File: config.mk
export PLATFORM = sky130hd
export DESIGN_NAME = program_loader
export DESIGN_NICKNAME = d
export VERILOG_FILES = /design/src/rtl/program_loader.sv
export SDC_FILE = /design/constraint.sdc
export NUM_CORES = 1
export LEC_CHECK = 0
export CAP_MARGIN = 0
export CORE_MARGIN = 5
export CORE_UTILIZATION = 49
export DETAILED_ROUTE_END_ITERATION = 8
export GPL_ROUTABILITY_DRIVEN = 0
export PLACE_DENSITY = 0.78
export SLEW_MARGIN = 0
export SYNTH_ARGS = -nofsm -noshare
export SYNTH_HDL_FRONTEND = slang
export SYNTH_SLANG_ARGS = --single-unit
File: constraint.sdc
create_clock -name clk -period 1.9 [get_ports clk]
set_clock_uncertainty 0.05 [all_clocks]
set_input_delay 0.57 -clock clk [delete_from_list [all_inputs] [get_ports clk]]
set_output_delay 0.57 -clock clk [all_outputs]
set_load 0.01 [all_outputs]
File: src/rtl/program_loader.sv
// Loads a length-prefixed byte stream into program memory as 16-bit words, high byte first.
// Length 0 completes immediately; a length beyond the memory size is rejected.
module program_loader #(
  parameter int ADDR_W = 11
) (
  input  logic              clk,
  input  logic              rst,
  input  logic              start,
  input  logic [7:0]        rx_data,
  input  logic              rx_valid,
  output logic              wr_en,
  output logic [ADDR_W-1:0] wr_addr,
  output logic [15:0]       wr_data,
  output logic              busy,
  output logic              done,
  output logic              error,
  output logic [ADDR_W:0]   word_count
);

  typedef enum logic [2:0] {
    IDLE, LEN_HI, LEN_LO, DATA_HI, DATA_LO, DONE, ERROR
  } state_t;

  localparam logic [ADDR_W:0]   WC_ONE   = (ADDR_W+1)'(1);
  localparam logic [ADDR_W-1:0] ADDR_ONE = ADDR_W'(1);

  state_t              state;
  logic [7:0]          len_hi;
  logic [7:0]          data_hi;
  logic [ADDR_W:0]     len;
  logic [ADDR_W-1:0]   addr;
  logic [15:0]         len_full;
  logic                len_too_big;
  logic                last_word;

  assign len_full    = {len_hi, rx_data};
  assign len_too_big = ({16'd0, len_full} > (32'd1 << ADDR_W));
  // Compared before the increment so the final write and DONE land on the same edge.
  assign last_word   = ((word_count + WC_ONE) == len);

  always_ff @(posedge clk) begin
    if (rst) begin
      state      <= IDLE;
      len_hi     <= '0;
      data_hi    <= '0;
      len        <= '0;
      addr       <= '0;
      wr_en      <= 1'b0;
      wr_addr    <= '0;
      wr_data    <= '0;
      busy       <= 1'b0;
      done       <= 1'b0;
      error      <= 1'b0;
      word_count <= '0;
    end else begin
      wr_en <= 1'b0;
      case (state)
        IDLE, DONE, ERROR: begin
          if (start) begin
            state      <= LEN_HI;
            busy       <= 1'b1;
            done       <= 1'b0;
            error      <= 1'b0;
            word_count <= '0;
            addr       <= '0;
          end
        end
        LEN_HI: begin
          if (rx_valid) begin
            len_hi <= rx_data;
            state  <= LEN_LO;
          end
        end
        LEN_LO: begin
          if (rx_valid) begin
            len <= (ADDR_W+1)'(len_full);
            if (len_full == 16'd0) begin
              state <= DONE;
              busy  <= 1'b0;
              done  <= 1'b1;
            end else if (len_too_big) begin
              state <= ERROR;
              busy  <= 1'b0;
              error <= 1'b1;
            end else begin
              state <= DATA_HI;
            end
          end
        end
        DATA_HI: begin
          if (rx_valid) begin
            data_hi <= rx_data;
            state   <= DATA_LO;
          end
        end
        DATA_LO: begin
          if (rx_valid) begin
            wr_en      <= 1'b1;
            wr_data    <= {data_hi, rx_data};
            wr_addr    <= addr;
            addr       <= addr + ADDR_ONE;
            word_count <= word_count + WC_ONE;
            if (last_word) begin
              state <= DONE;
              busy  <= 1'b0;
              done  <= 1'b1;
            end else begin
              state <= DATA_HI;
            end
          end
        end
        default: begin
          state <= IDLE;
          busy  <= 1'b0;
        end
      endcase
    end
  end

endmodule

; ---- After elaboration in Yosys (flattened, before gate mapping)
; Index checks and enable logic that the tools add are counted.
[totals]
regBits = 85
rom_bits = 0
latch_bits = 0
ram_bits = 0
wordCells = 84
memories = 0
out_inout_bits = 43
in_bits = 12
[op_classes]
bitwise = 2
n_shift = 0
mul = 0
div = 0
muxes = 33
magnitude_cmp = 1
add_sub_neg = 2
n_eq_ne = 17
n_reduce_logical = 17
[ops]
columns = operator, count
row1 = two-way mux 12 bit, 2
row2 = two-way mux 3 bit, 8
row3 = one-hot mux 12 bit (2 select lines), 1
row4 = two-way mux 11 bit, 2
row5 = one-hot mux 11 bit (2 select lines), 1
row6 = "inequality test 2 bit, second input constant", 9
row7 = "greater-than comparator 16 x 12 -> 1 bit, second input constant", 1
row8 = logical NOT 16 bit, 1
row9 = two-way mux 1 bit, 15
row10 = one-hot mux 3 bit (5 select lines), 1
row11 = "adder 12 x 1 -> 12 bit, second input constant", 1
row12 = equality test 12 bit, 1
row13 = AND reduction 6 bit, 2
row14 = "adder 11 x 1 -> 11 bit, second input constant", 1
row15 = AND reduction 5 bit, 2
row16 = "equality test 3 bit, second input constant", 3
row17 = AND reduction 2 bit, 4
row18 = "equality test 3 x 2 -> 1 bit, second input constant", 2
row19 = one-hot mux 1 bit (4 select lines), 1
row20 = nonzero test 2 bit, 2
row21 = OR reduction 2 bit, 2
row22 = "equality test 3 x 1 -> 1 bit, second input constant", 1
row23 = logical NOT 3 bit, 1
row24 = "inequality test 3 bit, second input constant", 1
row25 = other kinds (6), 7

; ---- Logic depth before layout (Yosys ltp)
; Gate-level depths: netlist of run 1.
[logic_depth]
depth_word = 5
depth_mapped = 9
mapped_depth_nobuf = 7

; ---- Least setup slack after synthesis of run 1
; Ideal clock, no wire load.
[synth_timing]
kind = input to register
startpoint = input port rx_data[3]
endpoint = register busy
setup_slack_ns = -0.143
n_path_buf = 0
setup_time_ns = 0.116
required_ns = 1.734
arrival_time_ns = 1.877
stages = 6
path_cell_list = nor4_1 > nand3_1 > mux2_1 > o32ai_2 > nand3b_1 > o211a_1
[synth_between]
elab_chain_cells = 4
word_cells_on_any_way = 7
cone_classes = order compare: 1 / eq/ne: 1 / mux: 3 / reduce/logical: 2
[synth_rtl]
columns = element, line_no
row1 = from (decl), 9  ; input logic [7:0] rx_data,
row2 = branches (longest 4 deep; another with greater-than comparator 16 x 12 -> 1 bit), --
row3 = to (signal assigned), 61  ; busy <= 1'b1;
row4 = to (signal assigned), 79  ; busy <= 1'b0;
row5 = to (signal assigned), 83  ; busy <= 1'b0;
row6 = to (decl), 14  ; output logic busy,
; Several ways; the timed one is not identified. The select of a mux whose other input is x is not followed.
; A chain may end at the register's enable or synchronous reset.

; ---- Worst setup path in the final report of run 1
[layout_timing]
startpoint = register word_count[0]
endpoint = register busy
[layout_between]
elab_chain_cells = 4
[layout_rtl]
columns = element, line_no
row1 = from (decl), 17  ; output logic [ADDR_W:0] word_count
row2 = from (signal assigned), 102  ; word_count <= word_count + WC_ONE;
row3 = adder 12 x 1 -> 12 bit, 39  ; assign last_word = ((word_count + WC_ONE) == len);
row4 = equality test 12 bit, 39
row5 = inequality test 2 bit (no line), --
row6 = AND reduction 6 bit (no line), --
row7 = to (signal assigned), 51  ; busy <= 1'b0;
row8 = to (signal assigned), 61
row9 = to (signal assigned), 79
; No other way between the ends.

==> impl_results.md, run 1 <==
- Outcome: completed
- Drt wl/cell: 15.0 um
- Post-DRT Antenna Nets: 0
- Die X: 98.8 um
- CTS buffer count: 9
- Die area: 9750 um^2
- Hold Path Cell Cnt: 2
- Count of final hold-check violations: 0
- R2R setup slack: 20 ps
- Initial Utilization: 50.2%
- Synth cell types: 54
- Final min period: 1880 ps
- Grt total ovfl: 0
- Mean number of vias per cell: 5.41
- All-Layer GR Usage: 21.0%
- Root Driver: clkbuf_8
- Worst rel slew slack: 76.6%
- Synthesis-stage register bit count: 85
- Multi-input logic area: 2090 um^2
- WP data required: 2170 ps
- Post-synth EDFFs: 0
- Ys async rst share: 0%
- CP arrival: 2160 ps
- Critical path class: flop to flop
- CP max-delay cell: dfxtp_2
- Fmax: 531 MHz
- Worst-skew pair later-pin latency: 370 ps
- Die height: 98.8 um
- Ys Warns: 0
- Peak supply drop: 0.657 mV
- CTS tree: done
- Antenna violations before repair: 0
- P_int: 3.35 mW
- Fin area: 5190 um^2
- I/O pins: 55
- Max clock buf depth: 2
- Synth Instances: 483
- DP HPWL: 7280 um
- CP endpoint kind: flop
- Largest net degree at the start of global routing: 55
- Worst-Margin Slew: 350 ps
- Register Area: 1730 um^2
- TNS Setup: 0 ps
- Startpoint Class: flop
- Row count: 32
- CP Cell Sequence: ha_2 > buf_4 > and3b_1 > or3_1 > a31oi_1 > a21oi_1 > nand4_1 > buf_6 > o211a_1
- FF-to-FF path depth: 9
- Max FO, Critical Path: 6
- Cell area power density: 1040 nW/um^2
- Worst reg2reg startpoint: word_count[0]
- Worst-path clk slew: 100 ps
- CTS H-tree depth: 3
- Post-DP Area: 4890 um^2
- Mapped Nets: 497
- DRC viols: 0
- LEAKAGE: 2.32 nW
- Worst hold endpoint: wr_addr[9]
- Final setup viols: 0
- Synth Flop Type: dfxtp_1
- Final wirelength: 10300 um
- Syn_area_per_cell: 7.99 um^2
- Slowest stage delay, CP: 330 ps
- Worst Hold Launch: wr_addr[9]
- Clock network power share: 23.6%
- Layout cells sized above 1: 20.3%
- Post-synthesis sequential area ratio: 44.1%
- RSZ-0062 raised after global routing: true
- Final net count: 590
- Reg-to-reg endpoint: busy
- Share of power burned in registers: 38.4%
- DRT iter0 DRCs: 143
- I/O Buffers: 54
- Area growth from synthesis to layout: 34.4%
- Vias in the first global route: 3488
- Top cell type's share of synthesized area: 44.1%
- Period utilisation layout: 99.1%
- Largest cells by area after synthesis: dfxtp_1, nand2_1, a21oi_1, xor2_1, nor2_1
- Combinational share of power: 38.0%
- Final Max Tran Viols: 0
- Via count: 3693
- Sw Pwr: 2.04 mW
- Clk sinks: 85
- Layout fillers: 653
- Antenna diode count: 0
- HP Class: flop to flop
- Net Sw Frac: 37.8%
- Core area: 7690 um^2
- Initial DRT Pass Iterations: 5
- Global-route wire length before repair: 16700 um
- Post-Synthesis Cell Area: 3860 um^2
- Max Cap Viol: 0
- Biggest area consumer among synthesized cells: dfxtp_1
[power by group through the flow]
| stage | Clock (mW) | Combinational [mW] | Sequential [mW] |
|---|---|---|---|
| after floorplan | 0 | 1.22 | 2.08 |
| after global placement | 0 | 1.88 | 2.10 |
| after detailed placement | 0 | 1.94 | 2.10 |
| after CTS | 1.28 | 1.99 | 2.06 |
| after global routing | 1.37 | 2.21 | 2.09 |
| final | 1.27 | 2.04 | 2.07 |
[placed cells by master (no fill, tap or decap), types with 4 or more instances in the layout]
cell,count
a21oi_1,61
and3_1,4
buf_4,54
clkbuf_2,5
clkbuf_8,9
clkdlybuf4s50_1,8
dfxtp_1,73
dfxtp_2,8
dfxtp_4,4
dlygate4sd2_1,21
dlymetal6s2s_1,18
inv_1,8
mux2i_1,8
nand2_1,119
nand3_1,8
nand3b_1,4
nand4_1,8
nor2_1,35
nor2b_1,4
nor3_1,5
o21ai_0,10
o21ai_1,5
xnor2_1,15
xor2_1,16
[Yosys cell counts (3+ instances only)]
| cell type | instances |
|---|---|
| nand2_1 | 120 |
| dfxtp_1 | 85 |
| a21oi_1 | 61 |
| nor2_1 | 37 |
| clkbuf_1 | 20 |
| xor2_1 | 16 |
| xnor2_1 | 15 |
| o21ai_0 | 11 |
| buf_2 | 9 |
| mux2i_1 | 9 |
| nand3_1 | 9 |
| inv_1 | 8 |
| nand4_1 | 8 |
| nor3_1 | 6 |
| and3_1 | 4 |
| nand3b_1 | 4 |
| nor2b_1 | 4 |
| o21ai_1 | 4 |
| a211oi_1 | 3 |
| a22oi_1 | 3 |
| a31oi_1 | 3 |
| nor4_1 | 3 |
| or3_1 | 3 |
[flip-flops by register name (all words and copies together) (netlist names)]
register and cells:
addr 11, busy 1, data_hi 8, done 1
error 1, len 12, len_hi 8, state 3
word_count 12, wr_addr 11, wr_data 16, wr_en 1
[critical path, delay by kind of cell (launching register included)]
kind,cells,cell delay (ps)
AO/OA/AOI/OAI,3,400
adder cells (fa/ha/maj),1,190
buffers and inverters,2,280
flip-flops,1,330
AND/OR/NAND/NOR,3,570
[cell type report]
cell class	instances	area share (%)
Sequential cell	85	33.3
Multi-Input combinational cell	358	40.3
Timing Repair Buffer	112	19.4
Clock buffer	9	2.39
Tap cell	102	2.46
Clock inverter	7	1.42
Inverter	10	0.724
[per-layer routing]
metal	up-vias	GRT usage [%]	part of all wire (%)	wire [um]
met4	0	9.24	2.1	212
li1	1827	-	-	-
met2	118	34.5	49	5020
met3	15	3.75	5.8	598
met5	-	0	0	0
met1	1733	27.1	43	4430
[how the worst max path moves through the flow]
stage	start	to	slack, ps	cells after the start
floorplan	rx_data[3]	busy	-90	6
global placement	rx_data[0]	busy	-630	7
detailed placement	rx_data[0]	busy	-700	7
CTS	rx_data[4]	busy	-90	7
global route	word_count[1]	busy	-90	8
finish	word_count[0]	busy	20	9
[kinds of logic (layout without fill, tap and decap cells)]
family,Yosys count,in the layout,synth area share (%)
AND/OR/NAND/NOR,213,213,25.5
multiplexers,10,10,2.63
XOR/XNOR,31,31,7.03
flip-flops,85,85,44.1
buffers and inverters,40,138,4.38
adder cells (fa/ha/maj),2,2,0.648
AO/OA/AOI/OAI,102,102,15.7
[per-stage QoR]
stage	cells	hold WS [ps]	util (%)	total power, mW	setup WS [ps]
4_1_cts	681	410	66.6	5.33	-94.0
3_5_place_dp	665	397	63.7	4.04	-703
6_report	683	409	67.5	5.39	17.6
5_1_grt	683	433	67.5	5.67	-91.4
2_1_floorplan	483	382	-	3.30	-90.1
3_3_place_gp	665	389	63.7	3.98	-626
[what timing repair did]
| item | in CTS | in global routing |
|---|---|---|
| buffers inserted | 0 | 2 |
| setup endpoints to repair | 34 | 34 |
| pin swaps | 10 | 11 |
| hold buffers | 0 | 0 |
| gates resized for setup | 49 | 37 |
No activity file was read; power rests on OpenSTA's default activity.
==> inputs of run 2 (changes only) <==
- GPL_TIMING_DRIVEN: default -> 0
==> impl_results.md, run 2 (synthesis gave the netlist of run 1 again) <==
- Layout fillers: 621 (-4.9%)
- Cells after DPL: 639 (-3.9%)
- Die X: 98.8 um (unchanged)
- CTS buffer count: 9 (unchanged)
- Initial Utilization: 50.2% (unchanged)
- Worst reg2reg startpoint: len_hi[2]
- CTS tree: done
- Post-place setup slack: -888 ps (-185 ps)
- Reg with most FFs: wr_data
- Final net count: 574 (-2.7%)
- All-Layer GR Usage: 20.9% (-0.13 points)
- Reg-to-reg endpoint: busy
- Core area: 7690 um^2 (unchanged)
- Combinational share of power: 36.8% (-1.2 points)
- CP Cell Sequence: buf_2 > nor4_4 > nand3_2 > mux2_4 > o32ai_4 > nand3b_1 > o211a_1
- DP HPWL: 7120 um (-2.1%)
- Die height: 98.8 um (unchanged)
- CP delay by family, top: simple AND/OR/NAND/NOR gates
- Final wirelength: 10600 um (+3.2%)
- Vias in the first global route: 3439 (-1.4%)
- Via count: 3757 (+1.7%)
- Most frequent cells in the layout: nand2_1, dfxtp_1, a21oi_1
- R2R setup slack: 0 ps (-20 ps)
- Register Area: 1720 um^2 (-0.15%)
- Slowest stage delay, CP: 360 ps (+30 ps)
- Worst-Margin Slew: 602 ps (+252 ps)
- Clock network power share: 27.0% (+3.4 points)
- Commonest non-fill, non-tap cell in the layout: nand2_1
- CTS H-tree depth: 3 (unchanged)
- Clk sinks: 85 (unchanged)
- DRT iter0 DRCs: 341 (+140%)
- CP max-delay cell: mux2_4
- Share of power burned in registers: 36.1% (-2.3 points)
- Total power draw: 5.71 mW (+6.0%)
- Post-layout util: 67.2% (-0.28 points)
- Top flop regs: wr_data (16), len (12), word_count (12)
- Worst Hold Launch: wr_addr[7]
- Layout cells sized above 1: 19.3% (-0.98 points)
- Max FO, Critical Path: 5 (-1)
- Max Cap Viol: 0 (unchanged)
- Buffer and inverter count on the worst path: 1 (-1)
- Worst hold endpoint: wr_addr[7]
- Grt total ovfl: 0 (unchanged)
- Worst-skew pair later-pin latency: 360 ps (about the same)
- Final min period: 1920 ps (+36.0 ps)
- Die area: 9750 um^2 (unchanged)
- Mean number of vias per cell: 5.64 (+4.3%)
- Antenna diode count: 0 (unchanged)
- Global-route wire length before repair: 16600 um (-0.41%)
- Worst rel slew slack: 59.7% (-17 points)
- Worst-path clk slew: 90 ps (about the same)
- Max reg flops: 16 (unchanged)
- Row count: 32 (unchanged)
- Outcome: finished with violations
- DRC viols: 0 (unchanged)
- Final worst setup slack: -18.4 ps (-36.0 ps)
- Failing checks: negative setup slack
- Critical path class: input port to flop
- FF-to-FF path depth: 6 (-3)
- Max clock buf depth: 2 (unchanged)
- HP Class: flop to flop
- Post-CTS Hold Fix Bufs: 0 (unchanged)
- Count of final hold-check violations: 0 (unchanged)
- Net Sw Frac: 35.6% (-2.2 points)
- I/O pins: 55 (unchanged)
- Initial DRT Pass Iterations: 5 (unchanged)
- Period utilisation layout: 101% (+1.9 points)
- Drt wl/cell: 15.9 um (+5.8%)
- P_int: 3.68 mW (+9.8%)
- Sw Pwr: 2.03 mW (-0.18%)
- Area growth from synthesis to layout: 33.8%
- Peak supply drop: 0.536 mV (-18%)
- Hold Path Cell Cnt: 2 (unchanged)
- Final Max Tran Viols: 0 (unchanged)
- Post-Layout Cell Count: 666 (-2.5%)
- Largest net degree at the start of global routing: 15 (-73%)
- Multi-input logic area: 2210 um^2 (+5.7%)
- Post-DRT Antenna Nets: 0 (unchanged)
- Antenna violations before repair: 0 (unchanged)
- Cell area power density: 1110 nW/um^2 (+6.5%)
- Startpoint Class: input port
- CP arrival: 2110 ps (-50 ps)
- RSZ-0062 raised after global routing: true
- WP data required: 2100 ps (-70 ps)
- I/O Buffers: 54 (unchanged)
- CP endpoint kind: flop
- Final setup viols: 1 (+1)
- Fmax: 521 MHz (-1.9%)
- LEAKAGE: 2.13 nW (-8.6%)
- Root Driver: clkbuf_8
[run 2: cell count changes in the layout (fill, tap and decap cells not counted), sizes merged]
cell / previous run / this run
dlygate4sd2: 21 / 8
inv: 15 / 11
clkbuf: 14 / 30
buf: 59 / 29
clkdlybuf4s50: 8 / 25
dlymetal6s2s: 18 / 12
bufinv: 0 / 3
[run 2: final cells by class]
cell class              instances  share of cell area (%)
repair buffers                 67                    12.3
multi-input cells             358                    42.8
well taps                     102                    2.47
clock inverters                 6                    2.16
inverters                      10                   0.775
clock buffers                   9                    2.40
plain buffers                  29                    3.73
flip-flops and latches         85                    33.4
[run 2: per-layer routing]
metal	up-vias	share of wire [%]	GRT usage, %
li1	1804	-	-
met5	-	0	0
met4	0	2.5	8.30
met2	170	47	33.7
met1	1759	43	27.0
met3	24	7.4	4.88
[run 2: tightest hold or removal path, stage by stage (launching register included)]
cell and delay, ps:
dfxtp_1 320, nand2_1 50, a21oi_1 50
[run 2: what timing repair did]
item | 4_1_cts | 5_1_grt
resized for setup | 77 | 78
pin swaps | 9 | 14
endpoints found under the hold margin | 0 | 0
buffers inserted | 5 | 8
endpoints found under the setup margin | 93 | 36
[run 2: worst max path at each step]
stage / end / cells past startpoint / from
6_report: busy / 7 / rx_data[5]
5_1_grt: busy / 7 / word_count[6]
4_1_cts: busy / 7 / rx_data[1]
3_5_place_dp: wr_addr[2] / 8 / rx_valid
3_3_place_gp: wr_addr[2] / 8 / rx_valid
2_1_floorplan: busy / 6 / rx_data[3]
[run 2: stage by stage]
step           TNS, ps  area (um^2)  hold WS [ps]
3_5_place_dp    -57590         4570           395
3_3_place_gp    -53920         4570           392
5_1_grt           -292         5170           422
4_1_cts           -173         4940           408
6_report         -18.4         5170           404
2_1_floorplan    -90.1         3900           382
[run 2: power groups by stage]
| stage | Sequential [mW] | Clock (mW) | Combinational, mW |
|---|---|---|---|
| 2_1_floorplan | 2.08 | 0 | 1.22 |
| 3_3_place_gp | 2.07 | 0 | 1.67 |
| 3_5_place_dp | 2.08 | 0 | 1.72 |
| 4_1_cts | 2.05 | 1.54 | 1.85 |
| 5_1_grt | 2.08 | 1.62 | 2.27 |
| 6_report | 2.06 | 1.54 | 2.10 |
==> inputs of run 3 (changes only) <==
- CTS_CLUSTER_DIAMETER: default -> 40
==> results of run 3 <==
Same layout as run 2: the final DEF is identical, and so are final timing and power.
